### config.mk
export PLATFORM = sky130hd
export DESIGN_NAME = pipeline_controller_flat
export DESIGN_NICKNAME = d
export VERILOG_FILES = /design/src/rtl/pipeline_ctrl_pkg.sv /design/src/rtl/pipeline_controller_if.sv /design/src/rtl/pipeline_controller_hazard_detect.sv /design/src/rtl/pipeline_controller.sv /design/src/flat_wrapper.sv
export SDC_FILE = /design/constraint.sdc
export NUM_CORES = 1
export LEC_CHECK = 0
export ABC_CLOCK_PERIOD_IN_PS = 5550
export CORE_AREA = 4 4 134 136
export DETAILED_ROUTE_END_ITERATION = 10
export DIE_AREA = 0 0 138 140
export PLACE_DENSITY_LB_ADDON = 0.2
export SLEW_MARGIN = 20
export SYNTH_ARGS = -nofsm -noshare
export SYNTH_HDL_FRONTEND = slang
export SYNTH_SLANG_ARGS = --single-unit
export TNS_END_PERCENT = 5
### constraint.sdc
create_clock -name clk -period 5.55 [get_ports clk]
set_clock_uncertainty 0.1 [all_clocks]
set_input_delay 1.11 -clock clk [delete_from_list [all_inputs] [get_ports clk]]
set_output_delay 1.11 -clock clk [all_outputs]
set_load 0.02 [all_outputs]
### src/rtl/pipeline_ctrl_pkg.sv
// Shared types and defaults for the pipeline stall/flush controller.
package pipeline_ctrl_pkg;

  typedef enum logic [0:0] {
    RUN      = 1'b0,
    MEM_WAIT = 1'b1
  } ctrlState_t;

  localparam int DEFAULT_TIMEOUT_CYCLES = 64;
  localparam int DEFAULT_CNT_W          = 32;
  localparam int REG_IDX_W              = 4;

endpackage

### src/rtl/pipeline_controller_if.sv
// Datapath <-> controller signal bundle; the datapath is master, the controller is slave.
interface pipeline_controller_if
  import pipeline_ctrl_pkg::*;
#(
  parameter int CNT_W = DEFAULT_CNT_W
);

  logic [REG_IDX_W-1:0] src1_ID;
  logic [REG_IDX_W-1:0] src2_ID;
  logic                 useSrc1_ID;
  logic                 twoSrc_ID;
  logic [REG_IDX_W-1:0] destEXE;
  logic                 wbEnEXE;
  logic                 memReadEXE;
  logic [REG_IDX_W-1:0] destMEM;
  logic                 wbEnMEM;
  logic                 forwardEn;
  logic                 branchTaken_EXE;
  logic                 memReq;
  logic                 memReady;

  logic                 hazard;
  logic                 freeze;
  logic                 flush;
  logic                 memStall;
  logic                 memTimeout;
  logic [CNT_W-1:0]     stallCycles;
  logic [CNT_W-1:0]     flushCount;
  logic [CNT_W-1:0]     hazardCount;

  modport master (
    output src1_ID, src2_ID, useSrc1_ID, twoSrc_ID, destEXE, wbEnEXE, memReadEXE,
           destMEM, wbEnMEM, forwardEn, branchTaken_EXE, memReq, memReady,
    input  hazard, freeze, flush, memStall, memTimeout, stallCycles, flushCount, hazardCount
  );

  modport slave (
    input  src1_ID, src2_ID, useSrc1_ID, twoSrc_ID, destEXE, wbEnEXE, memReadEXE,
           destMEM, wbEnMEM, forwardEn, branchTaken_EXE, memReq, memReady,
    output hazard, freeze, flush, memStall, memTimeout, stallCycles, flushCount, hazardCount
  );

endinterface

### src/rtl/pipeline_controller_hazard_detect.sv
// RAW hazard detection between the ID sources and the EXE/MEM destinations.
// Purely combinational; with forwarding only a load in EXE can still cause a hazard.
module hazard_detect
  import pipeline_ctrl_pkg::*;
(
  input  logic [REG_IDX_W-1:0] src1,
  input  logic [REG_IDX_W-1:0] src2,
  input  logic                 useSrc1,
  input  logic                 twoSrc,
  input  logic [REG_IDX_W-1:0] destExe,
  input  logic                 wbEnExe,
  input  logic                 memReadExe,
  input  logic [REG_IDX_W-1:0] destMem,
  input  logic                 wbEnMem,
  input  logic                 forwardEn,
  output logic                 rawHaz
);

  logic rawExe;
  logic rawMem;

  always_comb begin
    rawExe = wbEnExe & ((useSrc1 & (src1 == destExe)) | (twoSrc & (src2 == destExe)));
    rawMem = wbEnMem & ((useSrc1 & (src1 == destMem)) | (twoSrc & (src2 == destMem)));
    rawHaz = forwardEn ? (rawExe & memReadExe) : (rawExe | rawMem);
  end

endmodule

### src/rtl/pipeline_controller.sv
// Stall/flush controller: zero-latency hazard/freeze/flush/memStall, SRAM wait FSM,
// sticky wait timeout and wrapping performance counters. memStall outranks flush outranks hazard.
module pipeline_controller
  import pipeline_ctrl_pkg::*;
#(
  parameter int TIMEOUT_CYCLES = DEFAULT_TIMEOUT_CYCLES,
  parameter int CNT_W          = DEFAULT_CNT_W
)(
  input  logic                  clk,
  input  logic                  rst,
  pipeline_controller_if.slave  ctrl
);

  localparam int WAIT_W = $clog2(TIMEOUT_CYCLES + 1);
  localparam logic [WAIT_W-1:0] WAIT_LIMIT = WAIT_W'(TIMEOUT_CYCLES);

  ctrlState_t        state;
  logic [WAIT_W-1:0] waitCnt;
  logic              memTimeoutQ;
  logic [CNT_W-1:0]  stallCnt;
  logic [CNT_W-1:0]  flushCnt;
  logic [CNT_W-1:0]  hazardCnt;

  logic rawHaz;
  logic memStall;
  logic flush;
  logic hazard;
  logic freeze;

  hazard_detect u_hazardDetect (
    .src1       (ctrl.src1_ID),
    .src2       (ctrl.src2_ID),
    .useSrc1    (ctrl.useSrc1_ID),
    .twoSrc     (ctrl.twoSrc_ID),
    .destExe    (ctrl.destEXE),
    .wbEnExe    (ctrl.wbEnEXE),
    .memReadExe (ctrl.memReadEXE),
    .destMem    (ctrl.destMEM),
    .wbEnMem    (ctrl.wbEnMEM),
    .forwardEn  (ctrl.forwardEn),
    .rawHaz     (rawHaz)
  );

  // A wrong-path instruction in ID must never stall, hence hazard is masked by flush.
  always_comb begin
    memStall = ~rst & ctrl.memReq & ~ctrl.memReady;
    flush    = ~rst & ctrl.branchTaken_EXE & ~memStall;
    hazard   = ~rst & rawHaz & ~flush & ~memStall;
    freeze   = memStall | hazard;
  end

  always_ff @(posedge clk) begin
    if (rst) begin
      state       <= RUN;
      waitCnt     <= '0;
      memTimeoutQ <= 1'b0;
      stallCnt    <= '0;
      flushCnt    <= '0;
      hazardCnt   <= '0;
    end else begin
      case (state)
        RUN: begin
          if (memStall) begin
            state   <= MEM_WAIT;
            waitCnt <= '0;
          end
        end
        MEM_WAIT: begin
          if (ctrl.memReady || !ctrl.memReq) begin
            state <= RUN;
          end
          // Saturate so a long wait cannot wrap back below the limit.
          if (waitCnt != WAIT_LIMIT) begin
            waitCnt <= waitCnt + WAIT_W'(1);
          end else begin
            memTimeoutQ <= 1'b1;
          end
        end
        default: state <= RUN;
      endcase

      if (freeze) stallCnt  <= stallCnt + CNT_W'(1);
      if (flush)  flushCnt  <= flushCnt + CNT_W'(1);
      if (hazard) hazardCnt <= hazardCnt + CNT_W'(1);
    end
  end

  assign ctrl.hazard      = hazard;
  assign ctrl.freeze      = freeze;
  assign ctrl.flush       = flush;
  assign ctrl.memStall    = memStall;
  assign ctrl.memTimeout  = memTimeoutQ;
  assign ctrl.stallCycles = stallCnt;
  assign ctrl.flushCount  = flushCnt;
  assign ctrl.hazardCount = hazardCnt;

endmodule

### src/flat_wrapper.sv
// flat-port wrapper written by rule: the top's interface ports become plain ports
module pipeline_controller_flat import pipeline_ctrl_pkg::*;
#(
  parameter int TIMEOUT_CYCLES = DEFAULT_TIMEOUT_CYCLES,
  parameter int CNT_W          = DEFAULT_CNT_W
)
  (clk, rst, ctrl_src1_ID, ctrl_src2_ID, ctrl_useSrc1_ID, ctrl_twoSrc_ID, ctrl_destEXE, ctrl_wbEnEXE, ctrl_memReadEXE, ctrl_destMEM, ctrl_wbEnMEM, ctrl_forwardEn, ctrl_branchTaken_EXE, ctrl_memReq, ctrl_memReady, ctrl_hazard, ctrl_freeze, ctrl_flush, ctrl_memStall, ctrl_memTimeout, ctrl_stallCycles, ctrl_flushCount, ctrl_hazardCount);
  pipeline_controller_if #(.CNT_W(CNT_W)) ctrl_i ();
  input  logic clk;
  input  logic rst;
  input wire logic [$bits(ctrl_i.src1_ID)-1:0] ctrl_src1_ID;
  input wire logic [$bits(ctrl_i.src2_ID)-1:0] ctrl_src2_ID;
  input wire logic [$bits(ctrl_i.useSrc1_ID)-1:0] ctrl_useSrc1_ID;
  input wire logic [$bits(ctrl_i.twoSrc_ID)-1:0] ctrl_twoSrc_ID;
  input wire logic [$bits(ctrl_i.destEXE)-1:0] ctrl_destEXE;
  input wire logic [$bits(ctrl_i.wbEnEXE)-1:0] ctrl_wbEnEXE;
  input wire logic [$bits(ctrl_i.memReadEXE)-1:0] ctrl_memReadEXE;
  input wire logic [$bits(ctrl_i.destMEM)-1:0] ctrl_destMEM;
  input wire logic [$bits(ctrl_i.wbEnMEM)-1:0] ctrl_wbEnMEM;
  input wire logic [$bits(ctrl_i.forwardEn)-1:0] ctrl_forwardEn;
  input wire logic [$bits(ctrl_i.branchTaken_EXE)-1:0] ctrl_branchTaken_EXE;
  input wire logic [$bits(ctrl_i.memReq)-1:0] ctrl_memReq;
  input wire logic [$bits(ctrl_i.memReady)-1:0] ctrl_memReady;
  output wire logic [$bits(ctrl_i.hazard)-1:0] ctrl_hazard;
  output wire logic [$bits(ctrl_i.freeze)-1:0] ctrl_freeze;
  output wire logic [$bits(ctrl_i.flush)-1:0] ctrl_flush;
  output wire logic [$bits(ctrl_i.memStall)-1:0] ctrl_memStall;
  output wire logic [$bits(ctrl_i.memTimeout)-1:0] ctrl_memTimeout;
  output wire logic [$bits(ctrl_i.stallCycles)-1:0] ctrl_stallCycles;
  output wire logic [$bits(ctrl_i.flushCount)-1:0] ctrl_flushCount;
  output wire logic [$bits(ctrl_i.hazardCount)-1:0] ctrl_hazardCount;
  assign ctrl_i.src1_ID = ctrl_src1_ID;
  assign ctrl_i.src2_ID = ctrl_src2_ID;
  assign ctrl_i.useSrc1_ID = ctrl_useSrc1_ID;
  assign ctrl_i.twoSrc_ID = ctrl_twoSrc_ID;
  assign ctrl_i.destEXE = ctrl_destEXE;
  assign ctrl_i.wbEnEXE = ctrl_wbEnEXE;
  assign ctrl_i.memReadEXE = ctrl_memReadEXE;
  assign ctrl_i.destMEM = ctrl_destMEM;
  assign ctrl_i.wbEnMEM = ctrl_wbEnMEM;
  assign ctrl_i.forwardEn = ctrl_forwardEn;
  assign ctrl_i.branchTaken_EXE = ctrl_branchTaken_EXE;
  assign ctrl_i.memReq = ctrl_memReq;
  assign ctrl_i.memReady = ctrl_memReady;
  assign ctrl_hazard = ctrl_i.hazard;
  assign ctrl_freeze = ctrl_i.freeze;
  assign ctrl_flush = ctrl_i.flush;
  assign ctrl_memStall = ctrl_i.memStall;
  assign ctrl_memTimeout = ctrl_i.memTimeout;
  assign ctrl_stallCycles = ctrl_i.stallCycles;
  assign ctrl_flushCount = ctrl_i.flushCount;
  assign ctrl_hazardCount = ctrl_i.hazardCount;
  pipeline_controller #(.TIMEOUT_CYCLES(TIMEOUT_CYCLES), .CNT_W(CNT_W)) u_core (.clk(clk), .rst(rst), .ctrl(ctrl_i));
endmodule
== After elaboration in Yosys (flattened, before gate mapping) ==
Index checks and enable logic that the tools add are counted.

* Equality and inequality tests: 7
* Reductions and logical operators: 4
* Bitwise operators: 24
* Add/subtract/negate cells: 4
* Muxes and demuxes: 7

{| class="wikitable"
|+ Operator list
! operator !! number
|-
| $add A32 B1 Y32 const B || 3
|-
| $eq A4 B4 Y1 || 4
|-
| $and A1 B1 Y1 || 14
|-
| $mux W7 || 2
|-
| $pmux W7 S2 || 1
|-
| $add A7 B1 Y7 const B || 1
|-
| $ne A7 B7 Y1 const B || 1
|-
| $not A1 Y1 || 6
|-
| $ne A2 B2 Y1 const B || 2
|-
| $or A1 B1 Y1 || 4
|-
| $reduce_and A2 Y1 || 2
|-
| $mux W1 || 3
|-
| $pmux W1 S2 || 1
|-
| $logic_not A1 Y1 || 1
|-
| $logic_or A1 B1 Y1 || 1
|}

* Flip-flop bits (word level): 105
* Input bits: 27
* Word-level logic and storage cells: 52

== Depth between registers and ports, before layout ==
* Depth after elaboration: 10
* Mapped depth: 9
* Gate-level depth less buffers: 9

== Cells and area by module ==
Synthesis repeated with hierarchy kept, for this count alone.

* Cells, all modules: 572
* Area total of the unflattened synthesis: 5024.8 um^2

{| class="wikitable"
|+ By module, submodules not included
! module !! area each (um^2) !! cells each !! instances
|-
| pipeline_controller || 4812.1 || 544 || 1
|-
| hazard_detect || 212.7 || 28 || 1
|}

== Worst setup path after synthesis ==
No wires, ideal clock.

* Path type: input to output
* Start: input ctrl_destEXE[3]
* End: output ctrl_hazard
* Buffers on the path: 2
* Stages on the path: 7
* Required time: 4.340 ns
* Arrival: 2.913 ns
* Setup slack: 1.427 ns
* Cells stage by stage: xor2_1 nor4_1 a31oi_2 a21o_1 clkbuf_1 buf_2 nor3_1

* Word-level cells in the longest chain between the ends: 9

{| class="wikitable"
|+ RTL lines
! what !! line !! text
|-
| from (decl) || flat_wrapper.sv:15 || <nowiki>input wire logic [$bits(ctrl_i.destEXE)-1:0] ctrl_destEXE;</nowiki>
|-
| $eq A4 B4 Y1 || pipeline_controller_hazard_detect.sv:23 || <nowiki>rawExe = wbEnExe & ((useSrc1 & (src1 == destExe)) | (twoSrc & (src2 == destExe)));</nowiki>
|-
| $and A1 B1 Y1 || pipeline_controller_hazard_detect.sv:23 ||
|-
| $or A1 B1 Y1 (*) || pipeline_controller_hazard_detect.sv:23 ||
|-
| $and A1 B1 Y1 (*) || pipeline_controller_hazard_detect.sv:23 ||
|-
| $or A1 B1 Y1 or $and A1 B1 Y1 (tied branches) || pipeline_controller_hazard_detect.sv:25 || <nowiki>rawHaz = forwardEn ? (rawExe & memReadExe) : (rawExe | rawMem);</nowiki>
|-
| $mux W1 (*) || pipeline_controller_hazard_detect.sv:25 ||
|-
| $and A1 B1 Y1 (*) (3 in a row) || pipeline_controller.sv:48 || <nowiki>hazard = ~rst & rawHaz & ~flush & ~memStall;</nowiki>
|-
| to (decl) || flat_wrapper.sv:24 || <nowiki>output wire logic [$bits(ctrl_i.hazard)-1:0] ctrl_hazard;</nowiki>
|}

Every way passes the cells marked *; elsewhere a longest branch is shown, timed or not.

== Final worst setup path ==
* Start: input ctrl_src1_ID[1]
* End: output ctrl_hazard

* Word-level cells in the longest chain between the ends: 9

{| class="wikitable"
|+ RTL lines
! what !! line !! text
|-
| from (decl) || flat_wrapper.sv:11 || <nowiki>input wire logic [$bits(ctrl_i.src1_ID)-1:0] ctrl_src1_ID;</nowiki>
|-
| $eq A4 B4 Y1 (on tied branches) || pipeline_controller_hazard_detect.sv:23, pipeline_controller_hazard_detect.sv:24 ||
|-
| $and A1 B1 Y1 (on tied branches) || pipeline_controller_hazard_detect.sv:23, pipeline_controller_hazard_detect.sv:24 ||
|-
| $or A1 B1 Y1 (on tied branches) || pipeline_controller_hazard_detect.sv:23, pipeline_controller_hazard_detect.sv:24 ||
|-
| $and A1 B1 Y1 (on tied branches) || pipeline_controller_hazard_detect.sv:23, pipeline_controller_hazard_detect.sv:24 ||
|-
| $or A1 B1 Y1 or $and A1 B1 Y1 (tied branches) || pipeline_controller_hazard_detect.sv:25 ||
|-
| $mux W1 (*) || pipeline_controller_hazard_detect.sv:25 ||
|-
| $and A1 B1 Y1 (*) (3 in a row) || pipeline_controller.sv:48 ||
|}

Marked as above.

==> qor.yml <==
final_layout:
  synthToLayoutAreaGrowth_pct: 30.4
  seq_area_mm2: 0.00210
  layout_commonest_cell: "clkdlybuf4s50_1"
  nNetsFinal: 842
  stdcell_count: 1040
  num_antenna_cells: 0
  drive_above_1_share_pct: 8.59
  layout_common_cells: "clkdlybuf4s50_1, dfxtp_1, nor2_1"
  multiInputGateArea_mm2: 0.00350
  num-fill-cells: 1681
critical_path:
  worstPathCellList: "clkdlybuf4s50_1 > xor2_1 > nor3_1 > nand4_1 > o21a_1 > buf_4 > a21o_1 > nor3_1 > clkdlybuf4s50_1"
  critical_path_arrival_ns: 3.69
  reg2reg_slack_ns: 2.78
  path_delay_family: "buffers and inverters"
  r2r_start: "u_core.ctrl.stallCycles[4]$_SDFFE_PP0P_"
  slowest_stage: "clkdlybuf4s50_1"
  end_kind: "primary output"
  crit_fanout: 17
  crit_buf_inv: 3
  crit_path_max_incr_delay_ns: 0.67
  worst-setup-path-type: "in -> out"
  cp.required_ns: 4.34
  cp-start-kind: "input port"
  timing.rr.end: "u_core.ctrl.stallCycles[31]$_SDFFE_PP0P_"
  reg2reg_depth: 8
clock_network:
  cts_resized: 0
  cts.sink_count: 105
  root_buffer: "clkbuf_16"
  cts_setup_buffers: 0
  cts_buffers: 9
  cts_hold_buf: 0
  path_clk_slew_ns: 0.07
  clockBufferDepth: 2
  cts_tree: "yes"
  h-tree-depth: 3
  clock_latency_ns: 0.35
logic_synthesis:
  syn_nets: 732
  yosysTopAreaCell: "dfxtp_1"
  ys_seq_area_share_pct: 36.2
  synth_area_mm2: 0.00581
  ys_ff_latch: 105
  yosys_warnings: 0
  synthCells: 700
  synth_area_leaders: "dfxtp_1, nor2_1, mux2_2, xnor2_1, xor2_1"
  synth-edff-count: 0
  ys_types: 59
  yosysTopAreaCellShare_pct: 36.2
  syn_avg_cell_area_um2: 8.30
  ys_async_sr_fraction_pct: 0
  ys.flop_type: "dfxtp_1"
global_route:
  antenna_found_initial: 0
  grt_pass1_wl_um: 26300
  grt_pass1_vias: 5153
  grt_max_degree: 59
  grt_usage_pct: 16.0
  grt.overflow.total: 0
placement:
  io_buffer_count: 127
  place.gp.congestion: 0.855
  hpwlAfterDp_um: 11500
  post-place-cells: 1024
  pre_cts_slack_ns: 0.660
pwr:
  p_leak_nw: 2.52
  cellPowerDensity_mw_per_mm2: 199
  ir_worst_vdd_mv: 0.138
die:
  core_mm2: 0.0169
  die_w_um: 138
  num_rows: 48
  die_h_um: 140
  die_area_mm2: 0.0193
  start_util_pct: 34.3
  num_io_pins: 128
timing:
  maxSlewHeadroom_pct: 52.3
  max_slew.worst_pin.slew_ns: 0.709
  rsz0062_at_grt: "false"
  fmax_mhz: 204
  layout_min_cycle_time_ns: 4.90
  hold_violations: 0
  setup_viol: 0
  setup_tns_ns: 0
  setup_ws_ns: 0.653
  min_period_over_period_pct: 88.2
  drv_slew: 0
detailed_routing:
  postRouteAntennaNets: 0
  dr.pass1.iters: 4
  drt-initial-drc-count: 224
  routed_wl_um: 15900
  drc: 0
  via_count: 5496
  routed_via_density: 5.28
  wl_per_cell_um: 15.3
min_path:
  hp-start: "u_core.ctrl.memTimeout$_SDFFE_PP0P_"
  worstHoldPathType: "reg -> reg"
  whs_path_depth: 2
  min_to: "u_core.ctrl.memTimeout$_SDFFE_PP0P_"
job:
  drv_cap: 0
status:
  status: "finished, final reports clean"
==> cells in the mapped netlist, drive strengths merged, types with 2 or more instances <==
cell	count
nor4	5
o32ai	3
buf	14
a211oi	3
mux2	32
o22ai	13
o21a	2
and2	7
nor2	98
nand3b	5
nand2	51
inv	12
dfxtp	105
and4	9
a31oi	3
nand3	44
nand2b	2
and3	19
clkbuf	25
or4	5
o31ai	5
nor3	14
a31o	2
o21ai	18
nand4b	5
ha	5
o211ai	2
nor2b	35
a2111oi	12
xnor2	31
or4b	2
xor2	28
or3	10
o41ai	5
a21oi	22
nand4	34
a21boi	2
==> where the power goes <==
part           internal, mW  total, mW  switching [mW]
clock                 0.319      0.639           0.320
combinational        0.0426      0.105          0.0624
sequential            0.756      0.762         0.00584
==> worst min-delay path, cell delays in order, from the launching register on <==
cell,delay (ns)
dfxtp_1,0.33
inv_1,0.06
a21oi_1,0.06
==> state kept, by name, summed over array words and instances, names as in the netlist <==
name and count:
u_core.ctrl.stallCycles 32, u_core.state 1, u_core.ctrl.memTimeout 1, u_core.ctrl.flushCount 32, u_core.ctrl.hazardCount 32, u_core.waitCnt 7
==> cells by family after synthesis <==
logic type	Yosys count	synth area share, %
multiplexers	33	6.38
flip-flops	105	36.2
AO/OA/AOI/OAI	98	12.1
adder cells (fa/ha/maj)	5	1.08
buffers and inverters	51	3.56
XOR/XNOR	59	8.90
AND/OR/NAND/NOR	349	31.8
==> how the worst max path moves through the flow <==
stage / to / from / depth (start not counted)
4_1_cts: ctrl_hazard / ctrl_src1_ID[0] / 9
3_5_place_dp: ctrl_hazard / ctrl_src1_ID[0] / 9
2_1_floorplan: ctrl_hazard / ctrl_destEXE[3] / 7
3_3_place_gp: ctrl_hazard / ctrl_src1_ID[1] / 9
6_report: ctrl_hazard / ctrl_src1_ID[1] / 9
5_1_grt: ctrl_hazard / ctrl_src1_ID[0] / 9
==> routing by layer <==
layer,up-vias,part of all wire [%],global-route usage (%)
met5,-,0,0
met4,0,1.4,5.04
met3,16,5.0,3.38
met2,144,46,25.6
met1,2603,48,21.8
li1,2733,-,-
==> final cells by class <==
| type | instances | share of cell area [%] |
|---|---|---|
| clock inverter | 7 | 0.876 |
| clock buffer | 9 | 2.98 |
| multi-input combinational | 544 | 46.2 |
| inverter | 12 | 0.595 |
| timing repair buffer | 138 | 17.9 |
| sequential | 105 | 27.8 |
| tap | 225 | 3.72 |
==> per-stage QoR <==
step                      power, mW  cell area (um^2)  util (%)  hold WS (ns)
final                          1.51              7570      44.7         0.393
after global routing           1.57              7570      44.7         0.414
after CTS                      1.53              7570      44.7         0.400
after detailed placement      0.885              7280      43.0         0.390
after global placement        0.884              7280      43.0         0.373
after floorplan               0.836              5810         -         0.366
Note: power is estimated with default switching activity, not from simulation.
==> RTL change, RTL diff (same settings) <==
`REG_IDX_W`: 4 -> 5.
--- a/src/rtl/pipeline_ctrl_pkg.sv
+++ b/src/rtl/pipeline_ctrl_pkg.sv
@@ -10,3 +10,3 @@
   localparam int DEFAULT_CNT_W          = 32;
-  localparam int REG_IDX_W              = 4;
+  localparam int REG_IDX_W              = 5;
 
Ports: changed (resized ctrl_destEXE, ctrl_destMEM, ctrl_src1_ID and ctrl_src2_ID); port bits go from 128 to 132. The function was not compared with the original's and may differ.
==> RTL change against the unedited design <==
- synthesized cell count down 13%
- setup slack improved by 0.28 ns
- sequential cell count is the same
- synthesized area fell by 9.8%
- clock power shrank 1%
- total power shrank 2.1%
- final area down 6.7%
- wire length fell by 13%
==> RTL change: results (changes against the unedited design) <==
- Post-synthesis xor/xnor area fraction: 0.150 (was 0.0890)
- Startpoint of the most critical register-to-register path: u_core.ctrl.stallCycles[5] (was u_core.ctrl.stallCycles[4])
- Synth Net Count: 647 (was 732)
- Maximum number of pins on one net before global-route repair: 61 (was 59)
- HPWL after DPL: 10000 um (was 11500 um)
- Main area contributors after synthesis: sky130_fd_sc_hd__dfxtp_1, sky130_fd_sc_hd__xnor2_1, sky130_fd_sc_hd__nor2_1, sky130_fd_sc_hd__nand3_1, sky130_fd_sc_hd__xor2_1 (was sky130_fd_sc_hd__dfxtp_1, sky130_fd_sc_hd__nor2_1, sky130_fd_sc_hd__mux2_2, sky130_fd_sc_hd__xnor2_1, sky130_fd_sc_hd__xor2_1)
- DR iter-0 viols: 220 (was 224)
- Leading post-synthesis cells by instance count: sky130_fd_sc_hd__dfxtp_1, sky130_fd_sc_hd__nor2_1, sky130_fd_sc_hd__xnor2_1, sky130_fd_sc_hd__nand3_1, sky130_fd_sc_hd__nand2_1 (was sky130_fd_sc_hd__dfxtp_1, sky130_fd_sc_hd__nor2_1, sky130_fd_sc_hd__nand2_1, sky130_fd_sc_hd__nand3_1, sky130_fd_sc_hd__nor2b_1)
- Result of the run: finished, final reports clean (unchanged)
- Port bufs: 131 (was 127)
- Share of cells above drive strength 1: 0.0611 (was 0.0859)
- Sequential fraction of the synthesis area: 0.401 (was 0.362)
- Syn_area_per_cell: 8.57 um2 (was 8.30 um2)
- Detail Route met2 WL: 6780 um (was 7220 um)
- Unique cell type count in the Yosys netlist: 49 (was 59)
- Stage delay of the slowest cell on the critical path: 0.61 ns (was 0.67 ns)
- Non-filler instance count after layout: 961 (was 1040)
- Vias per std cell: 4.93 (was 5.28)
- Drt total wl: 13800 um (was 15900 um)
- Maximum VDD drop: 168 uV (was 138 uV)
- Reg2Reg Setup Slack: 2.81 ns (was 2.78 ns)
- Number of nets in the finished design: 767 (was 842)
- Largest fanout on the critical path: 12 (was 17)
- Fraction of the mapped netlist area in compound gates: 0.135 (was 0.121)
- Fraction of met1 tracks used by global routing: 0.174 (was 0.218)
- Met3 wire length: 528 um (was 794 um)
- Total Routing Usage GR: 0.142 (was 0.160)
- Leak: 2.16 nW (was 2.52 nW)
- Slew @ Worst Pin: 0.933 ns (was 0.709 ns)
==> RTL change: cell types whose count changed in the layout (fill, tap and decap cells not counted), sizes merged, moves of 8 or more <==
cell,unedited run,this run
nor2b,35,6
a21oi,22,32
or3,10,25
inv,18,27
xor2,28,20
o22ai,13,1
nand2,51,34
mux2,32,0
nand4,34,20
xnor2,31,70
o21ai,18,26
==> RTL change: area by class of cell <==
cell class | instances | area share
sequential | 105 | 0.298
clock buffer | 9 | 0.0319
timing repair buffer | 136 | 0.191
multi-input combinational | 455 | 0.418
tap | 225 | 0.0399
clock inverter | 7 | 0.00886
inverter | 24 | 0.0128
==> RTL change: report_power, final <==
part / switching [mW] / internal [mW] / leakage [nW]
combinational: 0.0451 / 0.0402 / 1.18
sequential: 0.00293 / 0.755 / 0.846
clock: 0.318 / 0.314 / 0.139
total: 0.366 / 1.11 / 2.16
==> RTL change: worst max path at each step <==
stage	start	cells past startpoint	slack [ns]	to
after floorplan	ctrl_memReq	7	1.66	ctrl_freeze
after global routing	ctrl_destEXE[3]	8	0.76	ctrl_hazard
after CTS	ctrl_destEXE[3]	8	0.91	ctrl_hazard
after global placement	ctrl_memReq	7	0.96	ctrl_freeze
after detailed placement	ctrl_destEXE[3]	8	0.91	ctrl_hazard
final	ctrl_destEXE[3]	8	0.93	ctrl_hazard
==> RTL change: per-stage QoR <==
stage | util | area, um2 | setup slack [ns]
CTS | 0.417 | 7060 | 0.909
finish | 0.417 | 7060 | 0.932
global route | 0.417 | 7060 | 0.756
detailed placement | 0.400 | 6770 | 0.909
global placement | 0.400 | 6770 | 0.957
floorplan | - | 5240 | 1.66
